<file path="src/rtl/clk_meter_pkg.sv">
// Shared state encoding and default sizing for the clock ratio meter.
package clk_meter_pkg;

  localparam int DEF_CNT_W   = 32;
  localparam int DEF_TIMEOUT = 1024;

  typedef enum logic [1:0] {
    ST_IDLE    = 2'd0,
    ST_ARM     = 2'd1,
    ST_MEASURE = 2'd2
  } meter_state_t;

endpackage

</file>
<file path="src/rtl/sync_edge_det.sv">
// Two-flop synchronizer plus a delay flop; yields the synchronized level and a
// one-cycle pulse on each rising edge of that level.
module sync_edge_det (
  input  logic clk,
  input  logic rst,
  input  logic i_d,
  output logic o_level,
  output logic o_rise
);

  logic r_meta;
  logic r_sync;
  logic r_dly;

  // NOTE: sequential state uses non-blocking assignments so each flop samples
  // the pre-edge value of its neighbour and the chain shifts by one per clock.
  always_ff @(posedge clk) begin
    if (rst) begin
      r_meta <= 1'b0;
      r_sync <= 1'b0;
      r_dly  <= 1'b0;
    end else begin
      r_meta <= i_d;
      r_sync <= r_meta;
      r_dly  <= r_sync;
    end
  end

  assign o_level = r_sync;
  assign o_rise  = r_sync & ~r_dly;

endmodule

</file>
<file path="src/rtl/clk_ratio_meter.sv">
// Measures period and high time of a slow periodic signal in CLK cycles and
// holds each result behind a valid/ack handshake, with overrun and stall flags.
module clk_ratio_meter
  import clk_meter_pkg::*;
#(
  parameter int CNT_W   = DEF_CNT_W,
  parameter int TIMEOUT = DEF_TIMEOUT
) (
  input  logic             CLK,
  input  logic             RESET,
  input  logic             ENABLE,
  input  logic             SIG_IN,
  input  logic             ACK,
  output logic [CNT_W-1:0] PERIOD,
  output logic [CNT_W-1:0] HIGH_TIME,
  output logic             VALID,
  output logic             OVERRUN,
  output logic             STALL
);

  localparam int               WD_W    = (TIMEOUT > 1) ? $clog2(TIMEOUT) : 1;
  localparam logic [WD_W-1:0]  WD_LAST = WD_W'(TIMEOUT - 1);
  localparam logic [CNT_W-1:0] CNT_MAX = '1;

  meter_state_t     r_state;
  meter_state_t     w_state_nxt;
  logic [CNT_W-1:0] r_cnt;
  logic [CNT_W-1:0] r_hcnt;
  logic [WD_W-1:0]  r_wdog;
  logic             r_stall;
  logic [CNT_W-1:0] r_period;
  logic [CNT_W-1:0] r_high;
  logic             r_valid;
  logic             r_overrun;

  logic             w_s;
  logic             w_rise;
  logic             w_active;
  logic             w_timeout;
  logic             w_result;

  sync_edge_det u_sync (
    .clk     (CLK),
    .rst     (RESET),
    .i_d     (SIG_IN),
    .o_level (w_s),
    .o_rise  (w_rise)
  );

  assign w_active  = (r_state == ST_ARM) || (r_state == ST_MEASURE);
  // A rise always wins over an expiring watchdog in the same cycle.
  assign w_timeout = w_active && !w_rise && (r_wdog == WD_LAST);
  assign w_result  = ENABLE && (r_state == ST_MEASURE) && w_rise;

  always_ff @(posedge CLK) begin
    if (RESET) begin
      r_state <= ST_IDLE;
    end else begin
      r_state <= w_state_nxt;
    end
  end

  // NOTE: the default assignment first keeps this block free of inferred
  // latches on paths that leave the state unchanged.
  always_comb begin
    w_state_nxt = r_state;
    if (!ENABLE) begin
      w_state_nxt = ST_IDLE;
    end else begin
      case (r_state)
        ST_IDLE:    w_state_nxt = ST_ARM;
        ST_ARM:     if (w_rise) w_state_nxt = ST_MEASURE;
        ST_MEASURE: if (w_timeout) w_state_nxt = ST_ARM;
        default:    w_state_nxt = ST_IDLE;
      endcase
    end
  end

  // Period/high counters, watchdog and stall flag; all cleared while disabled.
  always_ff @(posedge CLK) begin
    if (RESET || !ENABLE) begin
      r_cnt   <= '0;
      r_hcnt  <= '0;
      r_wdog  <= '0;
      r_stall <= 1'b0;
    end else if (w_active) begin
      if (w_rise) begin
        r_cnt   <= CNT_W'(1);
        r_hcnt  <= CNT_W'(w_s);
        r_wdog  <= '0;
        r_stall <= 1'b0;
      end else if (w_timeout) begin
        // Watchdog holds at its last value so STALL persists until a rise.
        r_cnt   <= '0;
        r_hcnt  <= '0;
        r_stall <= 1'b1;
      end else begin
        r_wdog <= r_wdog + WD_W'(1);
        if (r_state == ST_MEASURE) begin
          if (r_cnt != CNT_MAX) begin
            r_cnt <= r_cnt + CNT_W'(1);
          end
          if (w_s && (r_hcnt != CNT_MAX)) begin
            r_hcnt <= r_hcnt + CNT_W'(1);
          end
        end
      end
    end else begin
      r_cnt  <= '0;
      r_hcnt <= '0;
      r_wdog <= '0;
    end
  end

  // Result registers and handshake; a coincident ACK consumes the old result.
  always_ff @(posedge CLK) begin
    if (RESET) begin
      r_period  <= '0;
      r_high    <= '0;
      r_valid   <= 1'b0;
      r_overrun <= 1'b0;
    end else if (w_result) begin
      r_period <= r_cnt;
      r_high   <= r_hcnt;
      r_valid  <= 1'b1;
      if (r_valid && !ACK) begin
        r_overrun <= 1'b1;
      end
    end else if (ACK && r_valid) begin
      r_valid <= 1'b0;
    end
  end

  assign PERIOD    = r_period;
  assign HIGH_TIME = r_high;
  assign VALID     = r_valid;
  assign OVERRUN   = r_overrun;
  assign STALL     = r_stall;

endmodule
</file>
<file path="config.mk">
export PLATFORM = sky130hd
export DESIGN_NAME = clk_ratio_meter
export DESIGN_NICKNAME = d
export VERILOG_FILES = /design/src/rtl/clk_meter_pkg.sv /design/src/rtl/sync_edge_det.sv /design/src/rtl/clk_ratio_meter.sv
export SDC_FILE = /design/constraint.sdc
export NUM_CORES = 1
export LEC_CHECK = 0
export CAP_MARGIN = 15
export CORE_MARGIN = 4
export CORE_UTILIZATION = 49
export CTS_CLUSTER_SIZE = 24
export DETAILED_ROUTE_END_ITERATION = 8
export DONT_BUFFER_PORTS = 1
export HOLD_SLACK_MARGIN = 0.03
export PLACE_DENSITY = 0.74
export SLEW_MARGIN = 20
export SYNTH_ARGS = -nofsm -noshare
export SYNTH_HDL_FRONTEND = slang
export SYNTH_SLANG_ARGS = --single-unit
</file>
<file path="constraint.sdc">
create_clock -name CLK -period 2.2 [get_ports CLK]
set_input_delay 0.44 -clock CLK [delete_from_list [all_inputs] [get_ports CLK]]
set_output_delay 0.44 -clock CLK [all_outputs]
set_load 0.005 [all_outputs]
</file>
==> Word level (Yosys, flattened, before mapping) <==
Cells that the tools add are included.
{ "totals": {"ff_bits": 146, "input_bits": 5, "out_inout_bits": 67} }
{ "op_classes": {"add_sub_neg": 3, "eq_ne": 7, "muxes": 15, "n_bitwise": 4, "n_reduce_logical": 29} }
{ "op_table": {"columns": ["op", "n"], "rows": [
  ["$add A32 B1 Y32 const B", 2],
  ["$ne A32 B32 Y1 const B", 2],
  ["$reduce_and A2 Y1", 7],
  ["$mux W1", 12],
  ["$add A10 B1 Y10 const B", 1],
  ["$eq A10 B10 Y1 const B", 1],
  ["$reduce_bool A3 Y1", 3],
  ["$logic_and A1 B1 Y1", 7],
  ["$pmux W2 S3", 1],
  ["$mux W2", 2],
  ["$ne A2 B2 Y1 const B", 2],
  ["$reduce_bool A2 Y1", 2],
  ["$reduce_or A2 Y1", 2],
  ["$reduce_or A4 Y1", 1],
  ["$logic_not A1 Y1", 3],
  ["$not A1 Y1", 3],
  ["$reduce_or A3 Y1", 1],
  ["$eq A2 B1 Y1 const B", 1],
  ["$eq A2 B2 Y1 const B", 1],
  ["$logic_not A2 Y1", 1],
  ["$logic_or A1 B1 Y1", 2],
  ["$and A1 B1 Y1", 1]
]} }

==> Logic depth before layout (Yosys ltp) <==
Gate-level depths: netlist (run 1).
{ "depth": {"depth_word": 7, "ltp_mapped": 9, "ltp_nobuf": 7} }

==> Modules after synthesis <==
From an unflattened synthesis (run 1), not the netlist that was laid out.
{ "hier_totals": {"hier_cells": 764, "area_unflattened_um2": 6207.2} }
{ "by_module_without_submodules": {"columns": ["mod", "instances", "cells_per_inst", "area_each_um2", "seq_area_each_um2"], "rows": [
  ["clk_ratio_meter", 1, 757, 6119.6, 2862.7],
  ["sync_edge_det", 1, 7, 87.6, 60.1]
]} }

==> Worst setup path after synthesis (run 1) <==
No wires, ideal clock.
{ "synth_path": {"kind": "register to register", "start": "register r_hcnt[0]", "end": "register r_hcnt[24]", "arrival_ns": 2.139, "required_ns": 2.130, "setup_slack_ns": -0.009, "path_stages_with_launch": 8, "path_buffers": 1, "cell_sequence": "dfxtp_1 ha_1 nand2_1 or4_4 a2111o_1 buf_6 or3_1 a21oi_1"} }
{ "synth_between": {"elab_chain_len": 3, "word_cells_on_any_way": 4} }
{ "synth_rtl": {"columns": ["element", "line_no", "rtl"], "rows": [
  ["start: declaration", "clk_ratio_meter.sv:28", "logic [CNT_W-1:0] r_hcnt;"],
  ["start signal: assignment", "clk_ratio_meter.sv:89", "r_hcnt <= CNT_W'(w_s);"],
  ["start signal: assignment", "clk_ratio_meter.sv:104", "r_hcnt <= r_hcnt + CNT_W'(1);"],
  ["branches (longest 3 deep; another with $add A32 B1 Y32)", null, null]
]} }
Several ways; the timed one is not identified.
A chain may end at the register's enable or synchronous reset.

==> Worst setup path in the final report (run 1) <==
{ "layout_path": {"start": "register r_hcnt[0]", "end": "register r_hcnt[20]"} }
The elaborated chain is that of the path after synthesis.

==> out/qor.txt, run 1 <==
status = finished clean
WL final = 15500 um
core box area = 0.0126 mm2
final hold violations = 0
H-Tree Level Count = 4
Slew headroom = 0.619
# DRC = 0
vias in the first global route = 5516
GR Overflow Total = 0
share of flip-flops with an asynchronous set or reset = 0
die area = 0.0147 mm2
max cap viols = 0
Via density = 5.80
Routed Antenna Nets = 0
Ys Warns = 0
Post-Synthesis Cells = 781
share of cells above drive strength 1 = 0.127
most frequent cell after synthesis = nand2_1
Clock Root Buffer = clkbuf_16
register area share after synthesis = 0.465
Unique masters post-synth = 50
syn nets = 792
post-layout net count = 824
FMAX = 461 MHz
Cell Area, Synth = 0.00628 mm2
fillers = 1136
Yosys top cell by area = dfxtp_1
critical path required time = 2.56 ns
setup TNS = 0 ns
chip width = 121 um
fin worst setup slack = 0.0306 ns
clock latency on the worst-skew pair = 0.42 ns
number of inserted diodes = 0
first-pass GRT wire length = 25400 um
final setup vio count = 0
pre-CTS WS = -0.0715 ns
worst-path fanout max = 6
leakage power = 2.24 nW
Tmin final = 2.17 ns
Starting Density = 0.500
flops & latches, synth = 146
Sinks on Clock Net = 146
clock skew = 0.00938 ns
syn_area_per_cell = 8.04 um2
Startpoint Class = register
endpoint class of the critical path = register
PwrDens = 755 mW/mm2
Post-synth top cells = 174 x nand2_1, 146 x dfxtp_1, 117 x a21oi_1
Vert. Die Dim = 121 um
GRT Util Overall = 0.212
Largest stage delay, worst path = 0.54 ns
worst path arrival time = 2.53 ns
Hold WC Path Type = primary input to register
number of buffers and inverters on the critical path = 0
Post-synth EDFFs = 0
DPL Wire Length = 10700 um
Worst-Margin Slew = 0.556 ns
Final GP Congestion = 0.905
Max Slew Vio Count = 0
routed via count = 5778
Worst-path clk slew = 0.06 ns
critical path class = register to register
Ports = 72
Final period util = 0.986
slowest CP cell = or4_4
initial antenna violation count = 0
Area growth syn-to-layout = 17.5%
Max rail drop VDD = 0.516 mV
DR pass1 iterations = 5
clock tree buffer depth = 2
IO buf count = 0
DR iter-0 viols = 395
largest net degree at the start of global routing = 73
ys flop type = dfxtp_1
Row Count = 41
Hold Buf Count CTS = 0
CTS buffer count = 17
CTS tree = built
CP Cell Sequence = ha_2 -> nand2_1 -> or4_4 -> a2111o_1 -> or3_2 -> a21oi_1
Synth top area share = 0.465
WL/cell = 15.6 um
synth top area cells = dfxtp_1 47%, nand2_1 10%, a21oi_1 9.3%
cell family with most CP delay = simple AND/OR/NAND/NOR gates
worst reg2reg max path, stage by stage, from the launching register on:
cell      delay, ns
dfxtp_2        0.33
ha_2           0.17
nand2_1        0.08
or4_4          0.54
a2111o_1       0.39
or3_2          0.44
a21oi_1        0.14
final timing paths:
kind,from,endpoint,cells past startpoint,slack (ns)
max,r_hcnt[0],r_hcnt[20],6,0.03
min,RESET,HIGH_TIME[25],1,0.09
max reg2reg,r_hcnt[0],r_hcnt[20],6,0.03
min reg2reg,u_sync.r_meta,u_sync.o_level,1,0.45
power by group:
| group | switching (mW) | internal [mW] | leakage [nW] |
|---|---|---|---|
| clock | 1.10 | 1.78 | 0.280 |
| sequential | 0.00347 | 2.65 | 1.18 |
| combinational | 0.0275 | 0.0164 | 0.778 |
| total | 1.13 | 4.44 | 2.24 |
final cells by class:
class	instances	area, um2	share of cell area
clock inverters	9	105	0.0142
inverters	7	26.3	0.00356
flip-flops and latches	146	2930	0.396
clock buffers	22	484	0.0656
repair buffers	56	445	0.0604
multi-input cells	585	3180	0.431
well taps	172	215	0.0292
state kept, by name, summed over array words and instances (netlist names):
| signal | count |
|---|---|
| u_sync.r_meta | 1 |
| u_sync.r_dly | 1 |
| u_sync.o_level | 1 |
| OVERRUN | 1 |
| VALID | 1 |
| STALL | 1 |
| r_state | 2 |
| r_cnt | 32 |
| r_wdog | 10 |
| PERIOD | 32 |
| r_hcnt | 32 |
| HIGH_TIME | 32 |
metrics by stage:
step	hold slack, ns	area (um2)	total power [mW]	util	instances
6_report	0.0851	7380	5.57	0.587	997
5_1_grt	0.0686	7380	5.71	0.587	997
4_1_cts	0.0708	7320	5.61	0.583	992
3_5_place_dp	0.432	6730	2.75	0.536	961
3_3_place_gp	0.423	6730	2.75	0.536	961
2_1_floorplan	0.414	6280	2.75	-	781
cell usage in the layout (no fill, tap or decap), types with 4 or more instances in the layout:
cell,Yosys,routed
nand2_1,174,174
dfxtp_1,146,144
a21oi_1,117,117
buf_4,0,54
or3_1,38,38
o21ai_0,35,35
nand3_1,31,30
nor2_1,26,26
nand4_1,19,19
nor3_1,17,17
clkbuf_16,0,17
or4_1,15,15
xnor2_1,15,15
o31ai_1,13,13
and3_1,8,7
inv_1,7,7
mux2i_1,6,6
nor4_1,6,6
and4_1,6,6
and2_1,5,5
o211ai_1,5,5
nor2b_1,5,5
ha_1,6,4
clkinvlp_4,0,4
clkbuf_8,0,4
routing by layer:
metal  routed length (um)  up-vias  share of wire  track usage
met5                    0        -              0            0
met4                  318        0          0.020       0.0861
met3                  991       26          0.064       0.0606
met2                 7550      173           0.49        0.362
met1                 6670     2736           0.43        0.249
li1                     -     2843              -            -
cells by family after synthesis:
kind of cell | synth area share
multiplexers | 0.00956
buffers and inverters | 0.0341
XOR/XNOR | 0.0223
AND/OR/NAND/NOR | 0.297
flip-flops | 0.465
AO/OA/AOI/OAI | 0.160
adder cells (fa/ha/maj) | 0.0120
repair_timing:
item	in CTS	in global routing
buffers inserted	0	4
pin swaps	1	2
endpoints found under the setup margin	3	8
gates cloned	0	1
gates resized for setup	0	4
Power figures use the tool's default switching activity.
==> inputs of run 2 (changes only) <==
Settings changed: PLACE_DENSITY 0.74 to 0.72.
Clock period 2.2 ns to 2.35 ns, I/O delays scaled along.
==> out/qor.txt, run 2 (synthesis results as in run 1) <==
share of cells above drive strength 1 = 0.0902 (was 0.127)
CP startpoint = r_hcnt[3] (was r_hcnt[0])
setup TNS = 0 ns (unchanged)
slowest CP cell = or4_4 (unchanged)
vias in the first global route = 5161 (was 5516)
commonest non-fill, non-tap cell in the layout = nand2_1 (unchanged)
Starting Density = 0.500 (unchanged)
CP Cell Sequence = nand4_1 -> or4_4 -> a2111o_1 -> or4_1 -> a21oi_1 (was ha_2 -> nand2_1 -> or4_4 -> a2111o_1 -> or3_2 -> a21oi_1)
sequential share of power = 0.496 (was 0.476)
CTS tree = built (unchanged)
final setup vio count = 0 (unchanged)
Worst-path clk slew = 0.06 ns (about the same)
leakage power = 2.09 nW (was 2.24 nW)
Total Power = 5.01 mW (was 5.57 mW)
DR iter-0 viols = 428 (was 395)
initial antenna violation count = 0 (unchanged)
max cap viols = 0 (unchanged)
FMAX = 451 MHz (was 461 MHz)
routed via count = 5675 (was 5778)
Tmin final = 2.22 ns (was 2.17 ns)
Final period util = 0.943 (was 0.986)
H-Tree Level Count = 4 (unchanged)
die area = 0.0147 mm2 (unchanged)
Largest stage delay, worst path = 0.55 ns (was 0.54 ns)
Util after Layout = 0.567 (was 0.587)
status = finished clean (unchanged)
Max Slew Vio Count = 0 (unchanged)
Sinks on Clock Net = 146 (unchanged)
GR Overflow Total = 0 (unchanged)
DR pass1 iterations = 5 (unchanged)
worst setup path end = r_hcnt[30] (was r_hcnt[20])
# DRC = 0 (unchanged)
cell family with most CP delay = simple AND/OR/NAND/NOR gates (unchanged)
Hold WC Path Type = primary input to register (unchanged)
final hold violations = 0 (unchanged)
clock latency on the worst-skew pair = 0.42 ns (about the same)
Ports = 72 (unchanged)
IO buf count = 0 (unchanged)
worst-path fanout max = 7 (was 6)
Hold Buf Count CTS = 0 (unchanged)
WL/cell = 15.4 um (was 15.6 um)
Clock Root Buffer = clkbuf_16 (unchanged)
origin of the critical flop-to-flop path = r_hcnt[3] (was r_hcnt[0])
clock tree buffer depth = 2 (unchanged)
Area growth syn-to-layout = 13.4% (was 17.5%)
worst r2r dst = r_hcnt[30] (was r_hcnt[20])
R2R setup slack = 0.13 ns (was 0.03 ns)
Routed Antenna Nets = 0 (unchanged)
post-layout net count = 797 (was 824)
fillers = 1181 (was 1136)
Via density = 5.85 (was 5.80)
core box area = 0.0126 mm2 (unchanged)
Startpoint Class = register (unchanged)
GRT Util Overall = 0.206 (was 0.212)
Post-CTS Resized = 0 (unchanged)
internal power = 3.99 mW (was 4.44 mW)
WL final = 14900 um (was 15500 um)
Row Count = 41 (unchanged)
clock skew = 0.00653 ns (was 0.00938 ns)
Slew headroom = 0.580 (was 0.619)
PwrDens = 703 mW/mm2 (was 755 mW/mm2)
CTS buffer count = 17 (unchanged)
RSZ-0062 raised after global routing = false
critical path class = register to register (unchanged)
Net Sw Frac = 0.204 (was 0.203)
number of buffers and inverters on the critical path = 0 (unchanged)
Max rail drop VDD = 0.445 mV (was 0.516 mV)
critical path required time = 2.70 ns (was 2.56 ns)
largest net degree at the start of global routing = 73 (unchanged)
worst path arrival time = 2.57 ns (was 2.53 ns)
clock group share of total power = 0.497 (was 0.516)
placed cell areas = 0.00656 mm2 (was 0.00673 mm2)
chip width = 121 um (unchanged)
post-CTS setup buffers = 0 (unchanged)
DPL Wire Length = 10300 um (was 10700 um)
R2R depth = 5 (was 6)
cell area after layout = 0.00712 mm2 (was 0.00738 mm2)
first-pass GRT wire length = 24500 um (was 25400 um)
commonest non-fill, non-tap cells in the layout = 174 x nand2_1, 146 x dfxtp_1, 117 x a21oi_1 (was 174 x nand2_1, 144 x dfxtp_1, 117 x a21oi_1)
NetSw = 1.02 mW (was 1.13 mW)
Worst path depth = 5 (was 6)
Final GP Congestion = 0.919 (was 0.905)
number of inserted diodes = 0 (unchanged)
Comb pwr share = 0.007 (was 0.008)
Worst-Margin Slew = 0.614 ns (was 0.556 ns)
Vert. Die Dim = 121 um (unchanged)
endpoint class of the critical path = register (unchanged)
## run 2: cell count changes in the layout (fill, tap and decap cells not counted), moves of 2 or more
| cell | previous run | this run |
|---|---|---|
| buf_4 | 54 | 27 |
| clkbuf_8 | 4 | 2 |
| clkinv_2 | 3 | 5 |
| dfxtp_1 | 144 | 146 |
| dfxtp_2 | 2 | 0 |
| ha_1 | 4 | 6 |
| ha_2 | 2 | 0 |
## run 2: per-stage QoR
stage	setup slack (ns)	std cells	hold slack (ns)
global placement	0.0958	938	0.426
detailed placement	0.0228	938	0.423
global route	0.0201	970	0.0895
CTS	0.00464	969	0.103
finish	0.133	970	0.113
floorplan	0.141	781	0.414
## run 2: final cells by class
| class | instances | area (um2) | share of cell area |
|---|---|---|---|
| flip-flops and latches | 146 | 2920 | 0.410 |
| clock buffers | 21 | 460 | 0.0647 |
| inverters | 7 | 26.3 | 0.00369 |
| well taps | 172 | 215 | 0.0302 |
| multi-input cells | 585 | 3170 | 0.445 |
| clock inverters | 10 | 86.3 | 0.0121 |
| repair buffers | 29 | 243 | 0.0341 |
## run 2: power by group through the flow
stage / Combinational (mW) / Clock [mW] / Sequential (mW)
detailed placement: 0.0360 / 0 / 2.54
global route: 0.0407 / 2.64 / 2.48
CTS: 0.0360 / 2.53 / 2.48
floorplan: 0.0430 / 0 / 2.54
finish: 0.0362 / 2.49 / 2.48
global placement: 0.0346 / 0 / 2.54
## run 2: layer usage
| metal | GRT usage | vias to the layer above | wire length (um) |
|---|---|---|---|
| met3 | 0.0704 | 23 | 936 |
| met5 | 0 | - | 0 |
| li1 | - | 2792 | - |
| met4 | 0.0714 | 0 | 223 |
| met2 | 0.341 | 168 | 7360 |
| met1 | 0.252 | 2692 | 6400 |
## run 2: worst reg2reg max path: stages (launching register included)
cell and delay (ns):
dfxtp_1 0.42, nand4_1 0.20, or4_4 0.56, a2111o_1 0.39
or4_1 0.42, a21oi_1 0.15
## run 2: worst min-delay path by stage
stage / slack, ns / startpoint / depth (start not counted) / endpoint
final: 0.11 / RESET / 1 / PERIOD[10]
after global routing: 0.09 / RESET / 1 / HIGH_TIME[20]
after CTS: 0.10 / RESET / 1 / PERIOD[10]
after detailed placement: 0.42 / u_sync.r_meta / 1 / u_sync.o_level
after global placement: 0.43 / u_sync.r_meta / 1 / u_sync.o_level
after floorplan: 0.41 / u_sync.r_meta / 1 / u_sync.o_level
==> inputs of run 3 (changes only) <==
Settings changed: SYNTH_HIERARCHICAL from default to 1.
==> out/qor.txt, run 3 <==
Sinks on Clock Net = 146 (unchanged)
Routed Antenna Nets = 0 (unchanged)
CP Cell Sequence = inv_1 -> ha_1 -> nand3_1 -> or3_4 -> or4_4 -> or4_1 -> a21oi_1 (was nand4_1 -> or4_4 -> a2111o_1 -> or4_1 -> a21oi_1)
initial antenna violation count = 0 (unchanged)
CTS buffer count = 17 (unchanged)
number of buffers and inverters on the critical path = 1 (was 0)
max cap viols = 0 (unchanged)
Worst-path clk slew = 0.06 ns (about the same)
Max Slew Vio Count = 0 (unchanged)
cell family with most CP delay = simple AND/OR/NAND/NOR gates (unchanged)
register area share after synthesis = 0.471 (was 0.465)
Final period util = 0.969 (was 0.943)
Via density = 5.68 (was 5.85)
Max rail drop VDD = 0.427 mV (was 0.445 mV)
largest net degree at the start of global routing = 72 (was 73)
GRT Util Overall = 0.202 (was 0.206)
Tmin final = 2.28 ns (was 2.22 ns)
Area growth syn-to-layout = 15.7% (was 13.4%)
Row Count = 40 (was 41)
post-layout net count = 792 (was 797)
cell area after layout = 0.00718 mm2 (was 0.00712 mm2)
FMAX = 439 MHz (was 451 MHz)
Slew headroom = 0.637 (was 0.580)
Total Power = 5.12 mW (was 5.01 mW)
Worst path depth = 7 (was 5)
share of cells above drive strength 1 = 0.118 (was 0.0902)
worst path arrival time = 2.63 ns (was 2.57 ns)
critical path class = register to register (unchanged)
CTS tree = built (unchanged)
Synth top area share = 0.471 (was 0.465)
Starting Density = 0.508 (was 0.500)
IO buf count = 0 (unchanged)
R2R depth = 7 (was 5)
commonest non-fill, non-tap cell in the layout = nand2_1 (unchanged)
Startpoint Class = register (unchanged)
Worst-Margin Slew = 0.531 ns (was 0.614 ns)
Yosys top cell by area = dfxtp_1 (unchanged)
vias in the first global route = 5128 (was 5161)
Clock Root Buffer = clkbuf_16 (unchanged)
endpoint class of the critical path = register (unchanged)
Post-synth EDFFs = 0 (unchanged)
worst r2r dst = r_cnt[28] (was r_hcnt[30])
R2R setup slack = 0.07 ns (was 0.13 ns)
number of inserted diodes = 0 (unchanged)
most frequent cell after synthesis = nand2_1 (unchanged)
Vert. Die Dim = 121 um (about the same)
Placed Cells incl. Taps = 929 (was 938)
GR Overflow Total = 0 (unchanged)
clock latency on the worst-skew pair = 0.42 ns (about the same)
CP startpoint = r_state[0] (was r_hcnt[3])
RSZ-0062 raised after global routing = true (was false)
Multi-input gate area = 0.00310 mm2 (was 0.00317 mm2)
ys flop type = dfxtp_1 (unchanged)
Non-Filler Instances = 962 (was 970)
Hold Buf Count CTS = 0 (unchanged)
WL final = 14700 um (was 14900 um)
DR iter-0 viols = 365 (was 428)
final setup vio count = 0 (unchanged)
Cell Area, Synth = 0.00621 mm2 (was 0.00628 mm2)
die area = 0.0145 mm2 (was 0.0147 mm2)
worst-path fanout max = 5 (was 7)
share of flip-flops with an asynchronous set or reset = 0 (unchanged)
commonest non-fill, non-tap cells in the layout = 165 x nand2_1, 142 x dfxtp_1, 104 x a21oi_1 (was 174 x nand2_1, 146 x dfxtp_1, 117 x a21oi_1)
clock tree buffer depth = 2 (unchanged)
leakage power = 2.18 nW (was 2.09 nW)
flops & latches, synth = 146 (unchanged)
Post-Synthesis Cells = 764 (was 781)
core box area = 0.0122 mm2 (was 0.0126 mm2)
synth top area cells = dfxtp_1 47%, nand2_1 10%, a21oi_1 8.4% (was dfxtp_1 47%, nand2_1 10%, a21oi_1 9.3%)
# DRC = 0 (unchanged)
status = finished clean (unchanged)
clock skew = 0.00723 ns (was 0.00653 ns)
PwrDens = 713 mW/mm2 (was 703 mW/mm2)
WL/cell = 15.3 um (was 15.4 um)
fillers = 1138 (was 1181)
DR pass1 iterations = 5 (unchanged)
DPL Wire Length = 10100 um (was 10300 um)
first-pass GRT wire length = 24100 um (was 24500 um)
slowest CP cell = or4_4 (unchanged)
worst setup path end = r_cnt[28] (was r_hcnt[30])
final hold violations = 0 (unchanged)
Ys Warns = 6 (was 0)
placed cell areas = 0.00656 mm2 (about the same)
origin of the critical flop-to-flop path = r_state[0] (was r_hcnt[3])
routed via count = 5460 (was 5675)
H-Tree Level Count = 4 (unchanged)
Post-synth top cells = 165 x nand2_1, 146 x dfxtp_1, 104 x a21oi_1 (was 174 x nand2_1, 146 x dfxtp_1, 117 x a21oi_1)
Hold WC Path Type = primary input to register (unchanged)
syn_area_per_cell = 8.12 um2 (was 8.04 um2)
Reg area = 0.00293 mm2 (was 0.00292 mm2)
Final GP Congestion = 0.843 (was 0.919)
Largest stage delay, worst path = 0.57 ns (was 0.55 ns)
syn nets = 775 (was 792)
Ports = 72 (unchanged)
chip width = 121 um (about the same)
Unique masters post-synth = 48 (was 50)
critical path required time = 2.70 ns (about the same)
## run 3: cell count changes in the layout (fill, tap and decap cells not counted), sizes merged, moves of 7 or more
cell / previous run / this run
a21oi: 117 / 104
or3: 41 / 29
o21ai: 35 / 24
inv: 7 / 17
nor2: 26 / 36
a211oi: 3 / 12
nand2: 174 / 165
buf: 29 / 37
nor3: 18 / 10
xor2: 1 / 8
## run 3: repair_timing
item,4_1_cts,5_1_grt
setup buffers,0,0
setup endpoints to repair,0,12
gates resized for setup,0,12
## run 3: how the worst min path moves through the flow
stage | startpoint | to | slack (ns) | cells after the start
2_1_floorplan | u_sync/r_meta | u_sync/o_level | 0.41 | 1
3_3_place_gp | u_sync/r_meta | u_sync/o_level | 0.45 | 1
3_5_place_dp | HIGH_TIME[29] | HIGH_TIME[29] | 0.46 | 2
4_1_cts | RESET | PERIOD[9] | 0.10 | 1
5_1_grt | RESET | PERIOD[6] | 0.10 | 1
6_report | RESET | PERIOD[6] | 0.12 | 1
## run 3: metal layers
layer | GRT usage | vias to the layer above | wire, um
met5 | 0 | - | 0
met4 | 0.0793 | 0 | 198
li1 | - | 2724 | -
met2 | 0.324 | 144 | 6720
met1 | 0.257 | 2579 | 6670
met3 | 0.0585 | 13 | 1100
## run 3: cells by family (layout without fill, tap and decap cells)
kind of cell             Yosys count  after routing  share of synthesized area
XOR/XNOR                          26             26                     0.0367
flip-flops                       146            146                      0.471
multiplexers                       8              8                     0.0129
AND/OR/NAND/NOR                  356            356                      0.280
buffers and inverters             57             87                     0.0373
adder cells (fa/ha/maj)            6              6                     0.0121
AO/OA/AOI/OAI                    165            165                      0.150
## run 3: cell type report
class	instances	area share
multi-input combinational	561	0.431
sequential	146	0.408
clock buffer	21	0.0641
timing repair buffer	38	0.0432
tap	168	0.0293
clock inverter	11	0.0155
inverter	17	0.00889
## run 3: power breakdown
group          switching (mW)  internal (mW)
Combinational          0.0251         0.0147
Sequential            0.00284           2.48
Clock                   0.991           1.60
Total                    1.02           4.10
## run 3: per-stage QoR
step,util,worst slack (ns),hold WS (ns),setup TNS (ns)
4_1_cts,0.584,0.0594,0.102,0
2_1_floorplan,-,0.00748,0.414,0
3_5_place_dp,0.538,0.0737,0.463,0
6_report,0.588,0.0740,0.118,0
3_3_place_gp,0.538,0.110,0.452,0
5_1_grt,0.588,-0.0295,0.100,-0.0547
